`config.mk`:
```
export PLATFORM = sky130hd
export DESIGN_NAME = crossyroad_game_ctrl
export DESIGN_NICKNAME = d
export VERILOG_FILES = /design/src/rtl/crossyroad_game_ctrl.sv
export SDC_FILE = /design/constraint.sdc
export NUM_CORES = 1
export LEC_CHECK = 0
export ABC_AREA = 0
export ABC_CLOCK_PERIOD_IN_PS = 2900
export CAP_MARGIN = 20
export CORE_ASPECT_RATIO = 0.75
export CORE_MARGIN = 5
export CORE_UTILIZATION = 58
export CTS_BUF_LIST = sky130_fd_sc_hd__clkbuf_8
export DETAILED_ROUTE_END_ITERATION = 8
export GPL_ROUTABILITY_DRIVEN = 0
export PLACE_DENSITY = 0.81
export SLEW_MARGIN = 15
export SYNTH_ARGS = -nofsm -noshare
export SYNTH_HDL_FRONTEND = slang
export SYNTH_SLANG_ARGS = --single-unit
```
`constraint.sdc`:
```
create_clock -name clk -period 2.9 [get_ports clk]
set_input_delay 0.58 -clock clk [delete_from_list [all_inputs] [get_ports clk]]
set_output_delay 0.58 -clock clk [all_outputs]
set_load 0.1 [all_outputs]
```
`src/rtl/crossyroad_game_ctrl.sv`:
```
// Frame-level game sequencer: debounces buttons into per-frame move requests, tracks player
// position, score and high score, and drives world-scroll and difficulty selects.
module crossyroad_game_ctrl #(
   parameter int GRID_W        = 10,
   parameter int GRID_H        = 8,
   parameter int ROW_ADV       = 3,
   parameter int MOVE_COOLDOWN = 4,
   parameter int DEATH_FRAMES  = 60
) (
   input  logic       clk,
   input  logic       rst_n,
   input  logic [3:0] move,
   input  logic       frame_tick,
   input  logic       collision,
   output logic [1:0] game_state,
   output logic [3:0] player_col,
   output logic [2:0] player_row,
   output logic [9:0] score,
   output logic [9:0] hi_score,
   output logic       scroll_pulse,
   output logic [1:0] speed_level
);

   localparam int         CD_W       = (MOVE_COOLDOWN < 2) ? 1 : $clog2(MOVE_COOLDOWN + 1);
   localparam logic [3:0] COL_START  = 4'(GRID_W / 2);
   localparam logic [3:0] COL_MAX    = 4'(GRID_W - 1);
   localparam logic [2:0] ROW_START  = 3'(GRID_H - 1);
   localparam logic [2:0] ROW_ADV_L  = 3'(ROW_ADV);
   localparam logic [CD_W-1:0] CD_LOAD = CD_W'(MOVE_COOLDOWN);
   localparam logic [7:0] DEATH_LOAD = 8'(DEATH_FRAMES);
   localparam logic [9:0] SCORE_MAX  = 10'h3FF;

   typedef enum logic [1:0] {
      S_IDLE  = 2'd0,
      S_PLAY  = 2'd1,
      S_DYING = 2'd2,
      S_OVER  = 2'd3
   } state_t;

   state_t          state_q, state_d;
   logic [3:0]      sync1_q, sync2_q, prev_q;
   logic [3:0]      pending_q, pending_d;
   logic            hit_q, hit_d;
   logic [3:0]      col_q, col_d;
   logic [2:0]      row_q, row_d;
   logic [9:0]      score_q, score_d;
   logic [9:0]      hi_q, hi_d;
   logic            scroll_q, scroll_d;
   logic [1:0]      speed_q, speed_d;
   logic [CD_W-1:0] cool_q, cool_d;
   logic [7:0]      death_q, death_d;
   logic [3:0]      rise;
   logic [3:0]      pend_eff;
   logic            hit_eff;

   function automatic logic [1:0] speed_of(input logic [9:0] s);
      if (s[9:6] != 4'd0)  return 2'd3;
      else if (s[5])       return 2'd2;
      else if (s[4])       return 2'd1;
      else                 return 2'd0;
   endfunction

   always_comb begin
      // Same-cycle edges and collisions are folded in so they count for this tick.
      rise     = sync2_q & ~prev_q;
      pend_eff = pending_q | rise;
      hit_eff  = hit_q | collision;

      pending_d = frame_tick ? 4'd0 : pend_eff;
      hit_d     = frame_tick ? 1'b0 : hit_eff;
      state_d   = state_q;
      col_d     = col_q;
      row_d     = row_q;
      score_d   = score_q;
      hi_d      = hi_q;
      scroll_d  = 1'b0;
      cool_d    = cool_q;
      death_d   = death_q;

      if (frame_tick) begin
         unique case (state_q)
            S_IDLE: begin
               if (pend_eff != 4'd0) begin
                  state_d = S_PLAY;
                  col_d   = COL_START;
                  row_d   = ROW_START;
                  score_d = 10'd0;
                  cool_d  = '0;
               end
            end
            S_PLAY: begin
               if (hit_eff) begin
                  state_d = S_DYING;
                  death_d = DEATH_LOAD;
               end else if (cool_q != '0) begin
                  cool_d = cool_q - CD_W'(1);
               end else if (pend_eff != 4'd0) begin
                  cool_d = CD_LOAD;
                  if (pend_eff[3]) begin
                     score_d = (score_q == SCORE_MAX) ? score_q : score_q + 10'd1;
                     if (row_q == ROW_ADV_L) scroll_d = 1'b1;
                     else if (row_q != 3'd0) row_d = row_q - 3'd1;
                  end else if (pend_eff[2]) begin
                     if (row_q != ROW_START) row_d = row_q + 3'd1;
                  end else if (pend_eff[1]) begin
                     if (col_q != 4'd0) col_d = col_q - 4'd1;
                  end else begin
                     if (col_q != COL_MAX) col_d = col_q + 4'd1;
                  end
               end
            end
            S_DYING: begin
               death_d = (death_q == 8'd0) ? 8'd0 : death_q - 8'd1;
               if (death_q <= 8'd1) begin
                  state_d = S_OVER;
                  if (score_q > hi_q) hi_d = score_q;
               end
            end
            S_OVER: begin
               if (pend_eff != 4'd0) state_d = S_IDLE;
            end
            default: state_d = S_IDLE;
         endcase
      end

      speed_d = speed_of(score_d);
   end

   always_ff @(posedge clk or negedge rst_n) begin
      if (!rst_n) begin
         sync1_q   <= 4'd0;
         sync2_q   <= 4'd0;
         prev_q    <= 4'd0;
         pending_q <= 4'd0;
         hit_q     <= 1'b0;
         state_q   <= S_IDLE;
         col_q     <= COL_START;
         row_q     <= ROW_START;
         score_q   <= 10'd0;
         hi_q      <= 10'd0;
         scroll_q  <= 1'b0;
         speed_q   <= 2'd0;
         cool_q    <= '0;
         death_q   <= 8'd0;
      end else begin
         sync1_q   <= move;
         sync2_q   <= sync1_q;
         prev_q    <= sync2_q;
         pending_q <= pending_d;
         hit_q     <= hit_d;
         state_q   <= state_d;
         col_q     <= col_d;
         row_q     <= row_d;
         score_q   <= score_d;
         hi_q      <= hi_d;
         scroll_q  <= scroll_d;
         speed_q   <= speed_d;
         cool_q    <= cool_d;
         death_q   <= death_d;
      end
   end

   assign game_state   = state_q;
   assign player_col   = col_q;
   assign player_row   = row_q;
   assign score        = score_q;
   assign hi_score     = hi_q;
   assign scroll_pulse = scroll_q;
   assign speed_level  = speed_q;

endmodule

```
# Yosys cells after proc, flatten, opt, wreduce, memory -nomap -nowiden
# Index checks and enable logic that the tools add are counted.
dict set report classes {
  n_addsub 7
  n_lt_le_gt_ge 2
  eq_ne 25
  mux 53
  bitwise_logic 4
  reduce_logical 16
}
# cell count
set op_table {}
lappend op_table {{$mux W10} 7}
lappend op_table {{$mux W4} 10}
lappend op_table {{$mux W3} 13}
lappend op_table {{$ne A3 B3 Y1 const B} 8}
lappend op_table {{$ne A2 B2 Y1 const B} 11}
lappend op_table {{$pmux W10 S2} 1}
lappend op_table {{$reduce_and A10 Y1} 2}
lappend op_table {{$mux W8} 2}
lappend op_table {{$pmux W8 S2} 1}
lappend op_table {{$mux W2} 6}
lappend op_table {{$pmux W3 S2} 2}
lappend op_table {{$reduce_bool A4 Y1} 3}
lappend op_table {{$add A10 B1 Y10 const B} 1}
lappend op_table {{$eq A10 B10 Y1 const B} 1}
lappend op_table {{$gt A10 B10 Y1} 1}
lappend op_table {{$reduce_and A5 Y1} 2}
lappend op_table {{$mux W1} 9}
lappend op_table {{$le A8 B1 Y1 const B} 1}
lappend op_table {{$logic_not A8 Y1} 1}
lappend op_table {{$pmux W2 S4} 1}
lappend op_table {{$pmux W4 S2} 1}
lappend op_table {{$reduce_and A8 Y1} 1}
lappend op_table {{$sub A8 B1 Y8 const B} 1}
lappend op_table {{$reduce_bool A3 Y1} 2}
lappend op_table {{16 further kinds} 19}
dict set report totals {
  regBits 60
  inputBits 8
  wordCells 122
}

# Logic depth before layout (Yosys ltp)
# Gate-level depths: netlist of the first run.
dict set report depth {
  depth_word 12
  depth_mapped 10
  depth_no_buf 10
}

# Least setup slack after synthesis of the first run
# No wires, ideal clock.
dict set report synth_path {
  path_type {reg2reg}
  start {register score_q[5] (netlist: score[5])}
  end {register hi_q[4] (netlist: hi_score[4])}
  setup_time_ps 126
  t_arrival_ps 2617
  required_time_ps 2774
  path_slack_ps 156
  path_stages_with_launch 7
  path_buffers 0
  synth_period_minus_slack_ps 2744
  cell_sequence {dfrtp_1 -> ha_1 -> and4_1 -> a41oi_1 -> o2111ai_1 -> a21oi_4 -> mux2_2}
}
dict set report synth_between {
  elab_chain_cells 2
}
# item line_no
set synth_rtl {}
lappend synth_rtl {{from (decl)} 46} ;# logic [9:0] score_q, score_d;
lappend synth_rtl {{from (signal assigned)} 154} ;# score_q <= score_d;
lappend synth_rtl {{$gt A10 B10 Y1} 116} ;# if (score_q > hi_q) hi_d = score_q;
lappend synth_rtl {{$reduce_and A4 Y1 (no source line)} -}
lappend synth_rtl {{to (signal assigned)} 155} ;# hi_q <= hi_d;
lappend synth_rtl {{to (decl)} 47} ;# logic [9:0] hi_q, hi_d;
# No other way between the ends.
# A chain may end at the register's enable or synchronous reset.

# Final worst setup path of the first run
dict set report layout_path {
  start {input collision}
  end {register speed_q[0] (netlist: speed_level[0])}
}
# item line_no
set layout_rtl {}
lappend layout_rtl {{from (decl)} 14} ;# input logic collision,
lappend layout_rtl {{$or A1 B1 Y1} 67} ;# hit_eff = hit_q | collision;
lappend layout_rtl {{$mux W10} 92} ;# if (hit_eff) begin
lappend layout_rtl {{$pmux W10 S2} 81} ;# unique case (state_q)
lappend layout_rtl {{$mux W10} 80} ;# if (frame_tick) begin
lappend layout_rtl {{named net score_d[6]} 46}
lappend layout_rtl {{$reduce_bool A4 Y1} 57} ;# if (s[9:6] != 4'd0) return 2'd3;
lappend layout_rtl {{$mux W2} 57}
lappend layout_rtl {{named net speed_d[0]} 49} ;# logic [1:0] speed_q, speed_d;
lappend layout_rtl {{to (signal assigned)} 157} ;# speed_q <= speed_d;
lappend layout_rtl {{to (decl)} 49}
# The timed path passes the listed nets, and every way through them passes these cells. The select of a mux whose other input is x is not followed.

==> run_results.csv, run 1 <==
group,metric,value,unit
pwr,power_leakage,1.80,nW
die,io_pins,40,
clock_tree,cts_hold_buf,0,
worst_setup_path,rr_endpoint,"speed_level[0]$_DFF_PN0_",
yosys,ys_top_cells_by_area,"dfrtp_1 (42%), ha_1 (8.0%), dfstp_2 (4.0%)",
clock_tree,cts_made_buffers,9,
clock_tree,clk_latency,350,ps
cells_and_area,mostFrequentLayoutCells,"dfrtp_1 (55), buf_4 (37), inv_1 (30), nand2_1 (22), ha_1 (21)",
timing,tightest_slew,652,ps
yosys,synth-compound-area-share,0.179,
detailed_routing,via_count,2598,
die,core,0.00541,mm^2
placement,placed_area,0.00373,mm^2
detailed_routing,drtIter0Drc,293,
worst_setup_path,cp-start-kind,"input port",
timing,rsz0062_at_grt,"false",
cells_and_area,final_area,0.00395,mm^2
worst_setup_path,r2r-start,"cool_q[0]$_DFFE_PN0P_",
timing,fin_crit_sh,0.900,
timing,finalHoldViolCount,0,
clock_tree,cts_sinks,60,
worst_setup_path,rrSetupSlack,400,ps
yosys,netlist_instances,317,
yosys,synth_top_area_frac,0.418,
yosys,synth_flop_cell,"dfrtp_1",
cells_and_area,nets,399,
yosys,synth_cell_types,58,
pwr,p_per_area,905,mW/mm^2
yosys,yosys.area_share.simple,0.163,
global_route,grt_pass1_vias,2575,
detailed_routing,dr.pass1.iters,4,
placement,dp_cells,432,
clock_tree,cts_setup_buffers,0,
placement,dpl.hpwl,5170,um
timing,final.setup.tns,0,ps
clock_tree,clock_path_buffers,2,
timing,worst_slew_margin_rel,0.562,
yosys,postSynthAreaPerCell,10.4,um^2
worst_setup_path,path_class,"input port to register",
die,die-width,97.0,um
worst_setup_path,crit_family,"compound AO/OA/AOI/OAI gates",
run_status,status,"finished clean",
timing,max_freq,0.383,GHz
global_route,grtUsageTotal,0.218,
yosys,ys_warn_count,0,
global_route,grt_first_pass_wirelength,12600,um
die,rows,23,
global_route,antenna_found_initial,0,
clock_tree,clockRootBuffer,"clkbuf_8",
yosys,synth_top_family_by_area,"compound AO/OA/AOI/OAI gates",
cells_and_area,multi_input_area,0.00166,mm^2
timing,setup_viol_count_final,0,
die,die_y,75.2,um
yosys,synth_edf_count,0,
global_route,grt_max_degree,61,
yosys,synth_seq_cells,60,
worst_setup_path,critPathSlowestCell,"o311ai_0",
detailed_routing,wire_per_inst,16.2,um
yosys,yosysTopAreaCell,"dfrtp_1",
clock_tree,cts_tree,"yes",
yosys,seq_area_frac_synth,0.458,
clock_tree,cts-resized-gates,0,
worst_setup_path,critPathMaxFanout,12,
detailed_routing,ant_nets,0,
die,fp.dieArea,0.00730,mm^2
worst_setup_path,crit_chain,"clkdlybuf4s50_1 > nor2_2 > o211ai_2 > o311ai_0 > o211ai_1 > nor4_2 > o21ai_0",
cells_and_area,drive_gt1_frac,0.220,
detailed_routing,wl,7270,um
detailed_routing,vias_per_cell,5.80,
yosys,synthesis.area,0.00329,mm^2
timing,fin_crit,2610,ps
worst_setup_path,end_kind,"register",
yosys,syn_nets,348,
yosys,yosys.area_share.adder,0.0920,
timing,fin_skew,11.9,ps
cells_and_area,layout_commonest_cell,"dfrtp_1",
cells_and_area,syn_to_final_growth,19.8,%
worst_setup_path,cp.arrival,2820,ps
cells_and_area,regArea,0.00151,mm^2
worst_setup_path,slowest_delay,520,ps
die,start_util,0.608,
timing,drv_slew,0,
pwr,vdd_drop_max,0.595,mV
yosys,synth_xor_area_frac,0.0160,
worst_setup_path,path_buf_inv,1,
yosys,synthArstFlopShare,1.00,
flow_run,maxCapViolCount,0,
cells_and_area,fillCellCount,431,
clock_tree,htree_levels,3,
cells_and_area,n_antenna_cell,0,
clock_tree,path_clk_slew,70,ps
placement,portBuffers,39,
worst_hold_path,hold_path.class,"input port to async pin",
worst_setup_path,crit_required,3110,ps
cells_and_area,stdcell_count,448,
worst_setup_path,r2r_cells,7,
detailed_routing,drc,0,
global_route,grt_overflow_total,0,
yosys,synth.mux.area_fraction,0.0525,
==> synthesized netlist by cell type (all sizes together) (5+ instances only) <==
cell and instances:
nor4 8, nor3 5, nand2 22, dfrtp 55, mux2i 6, nand3 8, dfstp 5, ha 21
nor2b 6, inv 29, mux2 10, o211ai 6, xnor2 5, nor2 21, o21ai 18, a21oi 16
nand2b 6
==> metrics by stage <==
| step | util | hold slack, ps | worst slack, ps | total power [W] |
|---|---|---|---|---|
| global route | 0.729 | 250 | 132 | 0.00381 |
| global placement | 0.689 | 334 | 267 | 0.00271 |
| detailed placement | 0.689 | 336 | 69.2 | 0.00275 |
| finish | 0.729 | 226 | 290 | 0.00357 |
| CTS | 0.729 | 236 | 315 | 0.00360 |
| floorplan | - | 284 | 156 | 0.00238 |
==> area by class of cell <==
type / count / area share
multi-input combinational: 223 / 0.420
clock buffer: 10 / 0.0349
timing repair buffer: 45 / 0.0920
sequential: 60 / 0.382
tap: 75 / 0.0238
inverter: 29 / 0.0276
clock inverter: 6 / 0.0200
==> kinds of logic (layout without fill, tap and decap cells) <==
logic type	count (synthesis)	count (layout)
DFF	60	60
AOI/OAI and AO/OA	81	81
adders and majority gates	23	23
muxes	16	16
buffers and inverters	34	90
xor gates and xnor gates	6	6
and+or+nand+nor	97	97
==> report_power, final <==
part	leakage, nW	internal (W)	switching, W
logic	0.948	0.000464	0.00112
registers	0.736	0.000997	0.000166
clock network	0.117	0.000499	0.000323
==> how the worst max path moves through the flow <==
stage                             startpoint                        to  slack [ps]  cells after the start
after global routing               collision  speed_level[0]$_DFF_PN0_         130                      7
after detailed placement           collision  speed_level[0]$_DFF_PN0_          70                      7
final                              collision  speed_level[0]$_DFF_PN0_         290                      7
after CTS                          collision  speed_level[0]$_DFF_PN0_         310                      7
after global placement             collision  speed_level[0]$_DFF_PN0_         270                      7
after floorplan           score[5]$_DFF_PN0_   hi_score[4]$_DFFE_PN0P_         160                      6
==> per-layer routing <==
metal  wire length (um)  track usage
met2               3400        0.343
met4                116       0.0779
met3                439       0.0787
met5                  0            0
met1               3320        0.283
==> state kept, by name (all words and copies together), names as in the netlist <==
signal / count
cool_q: 3
speed_level: 2
sync2_q: 4
player_col: 4
hit_q: 1
prev_q: 4
sync1_q: 4
scroll_pulse: 1
score: 10
death_q: 8
game_state: 2
pending_q: 4
hi_score: 10
player_row: 3
No activity file was read; power rests on OpenSTA's default activity.
==> run 2, diff against run 1 <==
--- a/config.mk
+++ b/config.mk
@@ -15,7 +15,8 @@
 export DETAILED_ROUTE_END_ITERATION = 8
 export GPL_ROUTABILITY_DRIVEN = 0
 export PLACE_DENSITY = 0.81
-export SLEW_MARGIN = 15
+export SKIP_CTS_REPAIR_TIMING = 1
+export SLEW_MARGIN = 10
 export SYNTH_ARGS = -nofsm -noshare
 export SYNTH_HDL_FRONTEND = slang
 export SYNTH_SLANG_ARGS = --single-unit
==> results of run 2 <==
Final layout, timing and power as in run 1 (identical DEF).
